==> config.mk <==
export PLATFORM = sky130hd
export DESIGN_NAME = fp_norm_ctrl_flat
export DESIGN_NICKNAME = d
export VERILOG_FILES = /design/src/rtl/fp_norm_ctrl_if.sv /design/src/rtl/fp_norm_ctrl.sv /design/src/flat_wrapper.sv
export SDC_FILE = /design/constraint.sdc
export NUM_CORES = 1
export LEC_CHECK = 0
export CAP_MARGIN = 10
export CORE_UTILIZATION = 35
export CTS_CLUSTER_SIZE = 8
export DETAILED_ROUTE_END_ITERATION = 12
export PLACE_DENSITY = 0.63
export SLEW_MARGIN = 20
export SYNTH_ARGS = -nofsm -noshare
export SYNTH_HDL_FRONTEND = slang
export SYNTH_SLANG_ARGS = --single-unit
export TNS_END_PERCENT = 1
==> constraint.sdc <==
create_clock -name clk -period 2.7 [get_ports clk]
set_input_delay 0.54 -clock clk [delete_from_list [all_inputs] [get_ports clk]]
set_output_delay 0.54 -clock clk [all_outputs]
set_load 0.05 [all_outputs]
==> src/rtl/fp_norm_ctrl_if.sv <==
// fp_norm_ctrl_if: input/output handshake bundle of the normalization controller
interface fp_norm_ctrl_if #(
    parameter int MANT_W = 24,
    parameter int EXP_W  = 8
);
    logic              in_valid;
    logic              in_ready;
    logic              in_sign;
    logic [EXP_W-1:0]  in_exp;
    logic [MANT_W:0]   in_mant;
    logic              out_valid;
    logic              out_ready;
    logic              out_sign;
    logic [EXP_W-1:0]  out_exp;
    logic [MANT_W-2:0] out_frac;
    logic [2:0]        out_flags;
    modport master (
        output in_valid, in_sign, in_exp, in_mant, out_ready,
        input  in_ready, out_valid, out_sign, out_exp, out_frac, out_flags
    );
    modport slave (
        input  in_valid, in_sign, in_exp, in_mant, out_ready,
        output in_ready, out_valid, out_sign, out_exp, out_frac, out_flags
    );
endinterface

==> src/rtl/fp_norm_ctrl.sv <==
// fp_norm_ctrl: multi-cycle leading-one normalization of an add/sub result
module fp_norm_ctrl #(
    parameter int MANT_W = 24,
    parameter int EXP_W  = 8,
    parameter int POS_W  = 5
) (
    input  logic         clk,
    input  logic         rst,
    fp_norm_ctrl_if.slave io
);
    typedef enum logic [1:0] {IDLE, EVAL, SHIFT, DONE} state_t;
    typedef enum logic [2:0] {K_SPEC, K_ZERO, K_CARRY, K_NORM, K_LSH} kind_t;
    localparam logic [EXP_W-1:0] MAX_E = {EXP_W{1'b1}};

    state_t            state_q, state_d;
    kind_t             kind_q, kind_d;
    logic              sign_q;
    logic [EXP_W-1:0]  exp_q;
    logic [MANT_W:0]   mant_q;
    logic [POS_W-1:0]  shamt_q, shamt_d, lead;
    logic              out_sign_q;
    logic [EXP_W-1:0]  out_exp_q, out_exp_d;
    logic [MANT_W-2:0] out_frac_q, out_frac_d, shifted;
    logic [2:0]        out_flags_q;
    logic [EXP_W:0]    inc;
    logic [EXP_W-1:0]  dec;
    logic              ovf, unf, lsh_ok;

    always_comb
        state_d = (state_q == IDLE)  ? (io.in_valid ? EVAL : IDLE) :
                  (state_q == EVAL)  ? SHIFT :
                  (state_q == SHIFT) ? DONE :
                  (io.out_ready ? IDLE : DONE);

    // highest set bit wins because later iterations overwrite earlier ones
    always_comb begin
        lead = '0;
        for (int i = 0; i < MANT_W; i++)
            if (mant_q[i]) lead = POS_W'(i);
    end

    assign shamt_d = POS_W'(MANT_W - 1) - lead;
    assign kind_d  = (exp_q == MAX_E)  ? K_SPEC  :
                     (mant_q == '0)    ? K_ZERO  :
                     mant_q[MANT_W]    ? K_CARRY :
                     mant_q[MANT_W-1]  ? K_NORM  : K_LSH;

    assign inc     = {1'b0, exp_q} + (EXP_W+1)'(1);
    assign dec     = exp_q - EXP_W'(shamt_q);
    assign shifted = mant_q[MANT_W-2:0] << shamt_q;
    assign lsh_ok  = {1'b0, exp_q} > (EXP_W+1)'(shamt_q);
    assign ovf     = (kind_q == K_CARRY) && (inc >= {1'b0, MAX_E});
    assign unf     = (kind_q == K_LSH) && !lsh_ok;

    assign out_exp_d  = (kind_q == K_SPEC || ovf)   ? MAX_E :
                        (kind_q == K_CARRY)         ? inc[EXP_W-1:0] :
                        (kind_q == K_NORM)          ? exp_q :
                        (kind_q == K_LSH && lsh_ok) ? dec : '0;
    assign out_frac_d = (kind_q == K_SPEC || kind_q == K_NORM) ? mant_q[MANT_W-2:0] :
                        (kind_q == K_CARRY && !ovf)            ? mant_q[MANT_W-1:1] :
                        (kind_q == K_LSH && lsh_ok)            ? shifted : '0;

    always_ff @(posedge clk or posedge rst)
        if (rst) begin
            state_q     <= IDLE;
            kind_q      <= K_SPEC;
            shamt_q     <= '0;
            sign_q      <= 1'b0;
            exp_q       <= '0;
            mant_q      <= '0;
            out_sign_q  <= 1'b0;
            out_exp_q   <= '0;
            out_frac_q  <= '0;
            out_flags_q <= '0;
        end else begin
            state_q <= state_d;
            if (state_q == IDLE && io.in_valid) begin
                sign_q <= io.in_sign;
                exp_q  <= io.in_exp;
                mant_q <= io.in_mant;
            end
            if (state_q == EVAL) begin
                kind_q  <= kind_d;
                shamt_q <= shamt_d;
            end
            if (state_q == SHIFT) begin
                out_sign_q  <= sign_q;
                out_exp_q   <= out_exp_d;
                out_frac_q  <= out_frac_d;
                out_flags_q <= {ovf, unf, kind_q == K_ZERO};
            end
        end

    // in_ready is gated by rst so it reads 0 for the whole reset pulse
    assign io.in_ready  = (state_q == IDLE) && !rst;
    assign io.out_valid = (state_q == DONE);
    assign io.out_sign  = out_sign_q;
    assign io.out_exp   = out_exp_q;
    assign io.out_frac  = out_frac_q;
    assign io.out_flags = out_flags_q;
endmodule

==> src/flat_wrapper.sv <==
// flat-port wrapper written by rule: the top's interface ports become plain ports
module fp_norm_ctrl_flat 
#(
    parameter int MANT_W = 24,
    parameter int EXP_W  = 8,
    parameter int POS_W  = 5
)
  (clk, rst, io_in_valid, io_in_sign, io_in_exp, io_in_mant, io_out_ready, io_in_ready, io_out_valid, io_out_sign, io_out_exp, io_out_frac, io_out_flags);
  fp_norm_ctrl_if #(.MANT_W(MANT_W), .EXP_W(EXP_W)) io_i ();
  input  logic clk;
  input  logic rst;
  input wire logic [$bits(io_i.in_valid)-1:0] io_in_valid;
  input wire logic [$bits(io_i.in_sign)-1:0] io_in_sign;
  input wire logic [$bits(io_i.in_exp)-1:0] io_in_exp;
  input wire logic [$bits(io_i.in_mant)-1:0] io_in_mant;
  input wire logic [$bits(io_i.out_ready)-1:0] io_out_ready;
  output wire logic [$bits(io_i.in_ready)-1:0] io_in_ready;
  output wire logic [$bits(io_i.out_valid)-1:0] io_out_valid;
  output wire logic [$bits(io_i.out_sign)-1:0] io_out_sign;
  output wire logic [$bits(io_i.out_exp)-1:0] io_out_exp;
  output wire logic [$bits(io_i.out_frac)-1:0] io_out_frac;
  output wire logic [$bits(io_i.out_flags)-1:0] io_out_flags;
  assign io_i.in_valid = io_in_valid;
  assign io_i.in_sign = io_in_sign;
  assign io_i.in_exp = io_in_exp;
  assign io_i.in_mant = io_in_mant;
  assign io_i.out_ready = io_out_ready;
  assign io_in_ready = io_i.in_ready;
  assign io_out_valid = io_i.out_valid;
  assign io_out_sign = io_i.out_sign;
  assign io_out_exp = io_i.out_exp;
  assign io_out_frac = io_i.out_frac;
  assign io_out_flags = io_i.out_flags;
  fp_norm_ctrl #(.MANT_W(MANT_W), .EXP_W(EXP_W), .POS_W(POS_W)) u_core (.clk(clk), .rst(rst), .io(io_i));
endmodule
---- After elaboration in Yosys (flattened, before gate mapping) ----
Cells that the tools add are included.
storage, ports and cells
  flip-flop bits (word level) ............. 79
  bits of input ports ..................... 38
  output and inout bits ................... 37
  logic and storage cells ................. 77
cells by class
  add/subtract/negate cells ............... 3
  $lt $le $gt $ge ......................... 2
  eq/ne operators ......................... 8
  shift operators ......................... 1
  muxes and demuxes ....................... 39
  reduce and logical (&&, ||, !) cells .... 14
operator list
  operator             count
  $mux 23              3
  $mux 5               8
  $mux 4               8
  $mux 8               4
  $logic_not 25->1     1
  $mux 3               8
  $shl 23x5->23        1
  $mux 2               6
  $add 8x1->9 const B  1
  $ge 9x8->1 const B   1
  $eq 8x8->1 const B   1
  $gt 8x5->1           1
  $sub 8x5->8          1
  $eq 3x2->1 const B   2
  $logic_and 1x1->1    6
  $sub 5x5->5 const A  1
  $eq 2x2->1 const B   2
  $eq 3x1->1 const B   1
  $eq 3x3->1 const B   1
  $logic_not 1->1      3
  $logic_not 3->1      1
  $eq 2x1->1 const B   1
  $logic_not 2->1      1
  $logic_or 1x1->1     2
  $mux 1               2

---- Logic depth before layout (Yosys ltp) ----
  depth after elaboration ................. 24
  depth in mapped cells ................... 12
  depth with buffers taken out ............ 10

---- Least setup slack after synthesis ----
No wires, ideal clock.
  kind .................................... register to register
  from .................................... register u_core.exp_q[0]
  to ...................................... register u_core.out_exp_q[6], in the netlist u_core.io.out_exp[6]
  library setup time ...................... 0.121 ns
  data arrival time ....................... 2.496 ns
  data required time ...................... 2.579 ns
  slack ................................... 0.083 ns
  stages on the path, launching flop included .. 13
  buffers on the path ..................... 2
  clock period less this slack ............ 2.617 ns
  path through ............................ dfrtp_1 -> buf_2 -> inv_1 -> ha_1 -> inv_1 -> fa_1 -> a211oi_1 -> o21a_1 -> o21a_1 -> clkbuf_1 -> o22ai_1 -> o21a_1 -> o22a_1
between the ends
  word-level cells in the longest chain between the ends .. 6
  elaborated cells between the ends (all ways) .. 11
  those cells by class .................... add/sub: 2; order compare: 2; mux: 4; reduce/logical: 3
RTL lines
  item                                                                 RTL line            text
  from (decl)                                                          fp_norm_ctrl.sv:18  logic [EXP_W-1:0] exp_q;
  from (signal assigned)                                               fp_norm_ctrl.sv:79  exp_q <= io.in_exp;
  parallel branches: the longest is 5 deep, another holds $add 8x1->9  n/a
  $mux 8 *                                                             fp_norm_ctrl.sv:55  assign out_exp_d = (kind_q == K_SPEC || ovf) ? MAX_E :
  to (signal assigned)                                                 fp_norm_ctrl.sv:88  out_exp_q <= out_exp_d;
  to (decl)                                                            fp_norm_ctrl.sv:22  logic [EXP_W-1:0] out_exp_q, out_exp_d;
Mark *: on every way between the ends.
A chain may end at the register's enable or synchronous reset.

---- Final worst setup path ----
Same ends and word-level chain as after synthesis.

==> flow_results.xml <==
<?xml version="1.0" encoding="UTF-8"?>
<metrics>
  <group name="timing">
    <metric name="timing.final.hold_violations" unit="">0</metric>
    <metric name="report.final.setup_viol" unit="">0</metric>
    <metric name="fin_worst_hold_slack" unit="ns">0.468</metric>
    <metric name="timing.final.max_slew_violations" unit="">0</metric>
    <metric name="max_slew_margin" unit="%">53.4</metric>
    <metric name="setup_ws" unit="ns">0.125</metric>
    <metric name="timing.final.crit_period" unit="ns">2.58</metric>
    <metric name="rsz0062_at_grt" unit="">false</metric>
    <metric name="worstMarginPinSlew" unit="ns">0.697</metric>
    <metric name="finalCritPeriodShare" unit="%">95.4</metric>
    <metric name="max_clock_freq" unit="MHz">388</metric>
    <metric name="timing.clock.skew" unit="ns">0.00468</metric>
  </group>
  <group name="yosys">
    <metric name="synth.net_count" unit="">624</metric>
    <metric name="synth_top_flop_cell" unit="">sky130_fd_sc_hd__dfrtp_1</metric>
    <metric name="seq_area_frac_synth" unit="%">36.2</metric>
    <metric name="postSynthAreaPerCell" unit="um2">9.46</metric>
    <metric name="syn_area" unit="um2">5470</metric>
    <metric name="ys_top_cells_by_area" unit="">sky130_fd_sc_hd__dfrtp_1 36%, sky130_fd_sc_hd__mux2_2 8.0%, sky130_fd_sc_hd__mux4_2 5.4%</metric>
    <metric name="ys_warn_count" unit="">0</metric>
    <metric name="count_of_cell_types_in_the_netlist" unit="">67</metric>
    <metric name="synthesized_flop_and_latch_total" unit="">79</metric>
    <metric name="netlist.top_cell.by_area" unit="">sky130_fd_sc_hd__dfrtp_1</metric>
    <metric name="synth_enable_flop_cells" unit="">0</metric>
    <metric name="syn-instance-count" unit="">578</metric>
    <metric name="synth_top_area_share" unit="%">36.2</metric>
    <metric name="synth-async-reset-ratio" unit="%">100</metric>
  </group>
  <group name="global_route">
    <metric name="grt.total_usage" unit="%">21.8</metric>
    <metric name="grt_pass1_vias" unit="">4838</metric>
    <metric name="pin_count_of_the_biggest_net_entering_global_routing" unit="">41</metric>
    <metric name="grt_remaining_overflow" unit="">0</metric>
    <metric name="grt_pass1_wl" unit="um">26700</metric>
    <metric name="antenna_found_initial" unit="">0</metric>
  </group>
  <group name="cells_and_area">
    <metric name="final_layout_size_suffix_gt1_share" unit="%">19.3</metric>
    <metric name="antennaDiodeCount" unit="">0</metric>
    <metric name="regArea" unit="um2">1980</metric>
    <metric name="syn2layout_area_growth" unit="%">25.5</metric>
    <metric name="multi_input_area" unit="um2">3150</metric>
    <metric name="finish.instance_area" unit="um2">6860</metric>
    <metric name="postLayoutCoreUtil" unit="%">45.1</metric>
    <metric name="layout.filler_cells" unit="">1477</metric>
    <metric name="final_net_count" unit="">688</metric>
  </group>
  <group name="routing">
    <metric name="first_iter_violations" unit="">333</metric>
    <metric name="wl" unit="um">16800</metric>
    <metric name="detail_route.wl_per_cell" unit="um">20.1</metric>
    <metric name="detailedRoute.firstPassIterationCount" unit="">5</metric>
    <metric name="via_per_inst" unit="">5.81</metric>
    <metric name="detailed_route_drc_error_count" unit="">0</metric>
    <metric name="route.vias.total" unit="">4850</metric>
    <metric name="antenna_viol_nets_final" unit="">0</metric>
  </group>
  <group name="worst_setup_path">
    <metric name="setup.worst_path.end_class" unit="">register</metric>
    <metric name="criticalPathCategory" unit="">reg -&gt; reg</metric>
    <metric name="startpoint_type" unit="">register</metric>
    <metric name="ff2ff_setup_slack" unit="ns">0.12</metric>
    <metric name="required" unit="ns">2.94</metric>
    <metric name="crit_arrival" unit="ns">2.81</metric>
    <metric name="worst-path-max-fanout" unit="">11</metric>
  </group>
  <group name="placed_design">
    <metric name="finalWeightedCongestion" unit="">0.898</metric>
    <metric name="dpl.hpwl" unit="um">12400</metric>
    <metric name="place.port_buffers" unit="">74</metric>
    <metric name="pre_cts_slack" unit="ns">-0.0267</metric>
    <metric name="placed_area" unit="um2">6470</metric>
  </group>
  <group name="power_and_ir_drop">
    <metric name="total_power" unit="uW">10600</metric>
    <metric name="max-vdd-ir-drop" unit="V">0.000533</metric>
    <metric name="p_leak" unit="uW">0.00274</metric>
    <metric name="power_per_cell_area" unit="nW/um2">1540</metric>
  </group>
  <group name="clock_network">
    <metric name="cts_max_level" unit="">3</metric>
    <metric name="cts_buffers" unit="">9</metric>
    <metric name="cts_tree" unit="">yes</metric>
    <metric name="root_buffer" unit="">sky130_fd_sc_hd__clkbuf_16</metric>
    <metric name="cts_hold_buf" unit="">0</metric>
    <metric name="clock_path_buffers" unit="">2</metric>
    <metric name="cts_num_sinks" unit="">79</metric>
    <metric name="insertion_delay" unit="ns">0.35</metric>
    <metric name="clock_transition_at_the_registers_of_the_reported_paths" unit="ns">0.06</metric>
  </group>
  <group name="floorplanning">
    <metric name="initial_utilization" unit="%">36.0</metric>
    <metric name="die_area" unit="um2">16100</metric>
    <metric name="std_cell_rows" unit="">45</metric>
    <metric name="dieWidth" unit="um">127</metric>
    <metric name="design.core.area" unit="um2">15200</metric>
    <metric name="design.portCount" unit="">75</metric>
    <metric name="die_h" unit="um">127</metric>
  </group>
  <group name="worst_hold_path">
    <metric name="type_of_the_tightest_min_delay_check" unit="">reg -&gt; reg</metric>
  </group>
  <group name="run">
    <metric name="drv.max_cap_violation_count" unit="">0</metric>
  </group>
  <group name="run_status">
    <metric name="status" unit="">completed</metric>
  </group>
</metrics>
==> synthesized netlist by cell type, drive strengths merged (3+ instances only) <==
library cell / n
o221ai: 3
nand2: 58
a22oi: 8
a21o: 6
mux4: 17
mux2i: 13
a222oi: 5
o21a: 5
o22a: 7
a221oi: 15
a31oi: 7
dfrtp: 79
clkbuf: 33
nand3: 4
xor2: 4
o31ai: 6
nand2b: 7
o21bai: 4
a211oi: 3
mux2: 44
and2: 3
xnor2: 4
nor2b: 5
nor4: 4
or4: 3
or3: 13
inv: 20
o21ai: 36
nand4: 5
a21oi: 34
ha: 7
nor3b: 4
nor3: 8
buf: 23
o22ai: 8
nor2: 52
==> flip-flops by register name (all words and copies together), names as in the netlist <==
signal / flops
u_core.exp_q: 8
u_core.io.out_sign: 1
u_core.io.out_flags: 3
u_core.io.out_exp: 8
u_core.io.out_frac: 23
u_core.kind_q: 3
u_core.mant_q: 25
u_core.sign_q: 1
u_core.state_q: 2
u_core.shamt_q: 5
==> critical path, stage by stage, from the launching register on <==
cell                       delay [ns]
sky130_fd_sc_hd__dfrtp_1         0.40
sky130_fd_sc_hd__inv_1           0.12
sky130_fd_sc_hd__ha_1            0.19
sky130_fd_sc_hd__inv_1           0.06
sky130_fd_sc_hd__fa_2            0.38
sky130_fd_sc_hd__a211oi_2        0.28
sky130_fd_sc_hd__o21a_1          0.19
sky130_fd_sc_hd__o21a_2          0.21
sky130_fd_sc_hd__buf_4           0.19
sky130_fd_sc_hd__o221ai_1        0.13
sky130_fd_sc_hd__o21a_1          0.14
sky130_fd_sc_hd__o22a_1          0.16
==> layer usage <==
| metal | GRT usage [%] | vias up | wire [um] |
|---|---|---|---|
| met5 | 0 | - | 0 |
| met4 | 9.38 | 0 | 379 |
| met3 | 4.18 | 30 | 1140 |
| met2 | 31.0 | 185 | 7090 |
| met1 | 31.9 | 2362 | 8190 |
| li1 | - | 2273 | - |
==> power by group <==
group          internal [uW]  switching (uW)  total, uW  leakage (uW)
clock network            991             497       1490      0.000179
registers               1750             935       2680      0.000947
logic                   2770            3620       6390       0.00162
==> cell usage in the layout, fill, tap and decap left out, drive strengths merged, types with 4 or more instances in the layout <==
| cell type | instances |
|---|---|
| a21oi | 34 |
| o31ai | 6 |
| nand3 | 4 |
| o21bai | 4 |
| ha | 7 |
| nor2b | 5 |
| clkbuf | 9 |
| o22ai | 8 |
| or3 | 13 |
| nor3b | 4 |
| a31oi | 7 |
| a222oi | 5 |
| nand4 | 5 |
| xnor2 | 4 |
| mux2i | 13 |
| mux2 | 44 |
| bufinv | 4 |
| mux4 | 17 |
| nand2 | 58 |
| buf | 36 |
| nor4 | 4 |
| inv | 20 |
| xor2 | 4 |
| o21a | 5 |
| a22oi | 8 |
| o22a | 7 |
| nor2 | 52 |
| a21o | 6 |
| nor3 | 8 |
| dfrtp | 79 |
| clkdlybuf4s50 | 73 |
| o21ai | 36 |
| nand2b | 7 |
| a221oi | 15 |
==> per-stage QoR <==
step | setup TNS (ns) | cells
floorplan | 0 | 578
global placement | 0 | 817
detailed placement | -0.0459 | 817
CTS | 0 | 833
global route | 0 | 835
finish | 0 | 835
==> kinds of logic after synthesis <==
logic type               count (synthesis)  synth area share (%)
buffers and inverters                   76                  6.64
flip-flops                              79                  36.2
AO/OA/AOI/OAI                          159                  19.7
multiplexers                            74                  19.1
AND/OR/NAND/NOR                        174                  15.2
adder cells (fa/ha/maj)                  8                  1.97
XOR/XNOR                                 8                  1.28
==> worst paths after layout <==
kind / from / end / cells past startpoint
worst max register to register: u_core.exp_q[0] / u_core.io.out_exp[6] / 11
max in group asynchronous: rst / u_core.io.out_frac[3] / 3
worst max-delay path: u_core.exp_q[0] / u_core.io.out_exp[6] / 11
worst min register to register: u_core.io.out_flags[1] / u_core.io.out_flags[1] / 2
worst min-delay path: u_core.io.out_flags[1] / u_core.io.out_flags[1] / 2
min in group asynchronous: rst / u_core.state_q[1] / 2
==> layout make-up <==
cell class / instances / area share (%)
sequential: 79 / 28.8
tap: 188 / 3.43
clock inverter: 7 / 1.97
inverter: 20 / 1.09
multi-input combinational: 423 / 45.9
clock buffer: 9 / 3.28
timing repair buffer: 109 / 15.5
==> timing repair <==
item,in CTS,in global routing
pin swaps,0,2
gates resized for setup,1,2
cloned,0,0
endpoints found under the setup margin,4,15
setup buffers,0,2
(Power assumes the default switching activity.)
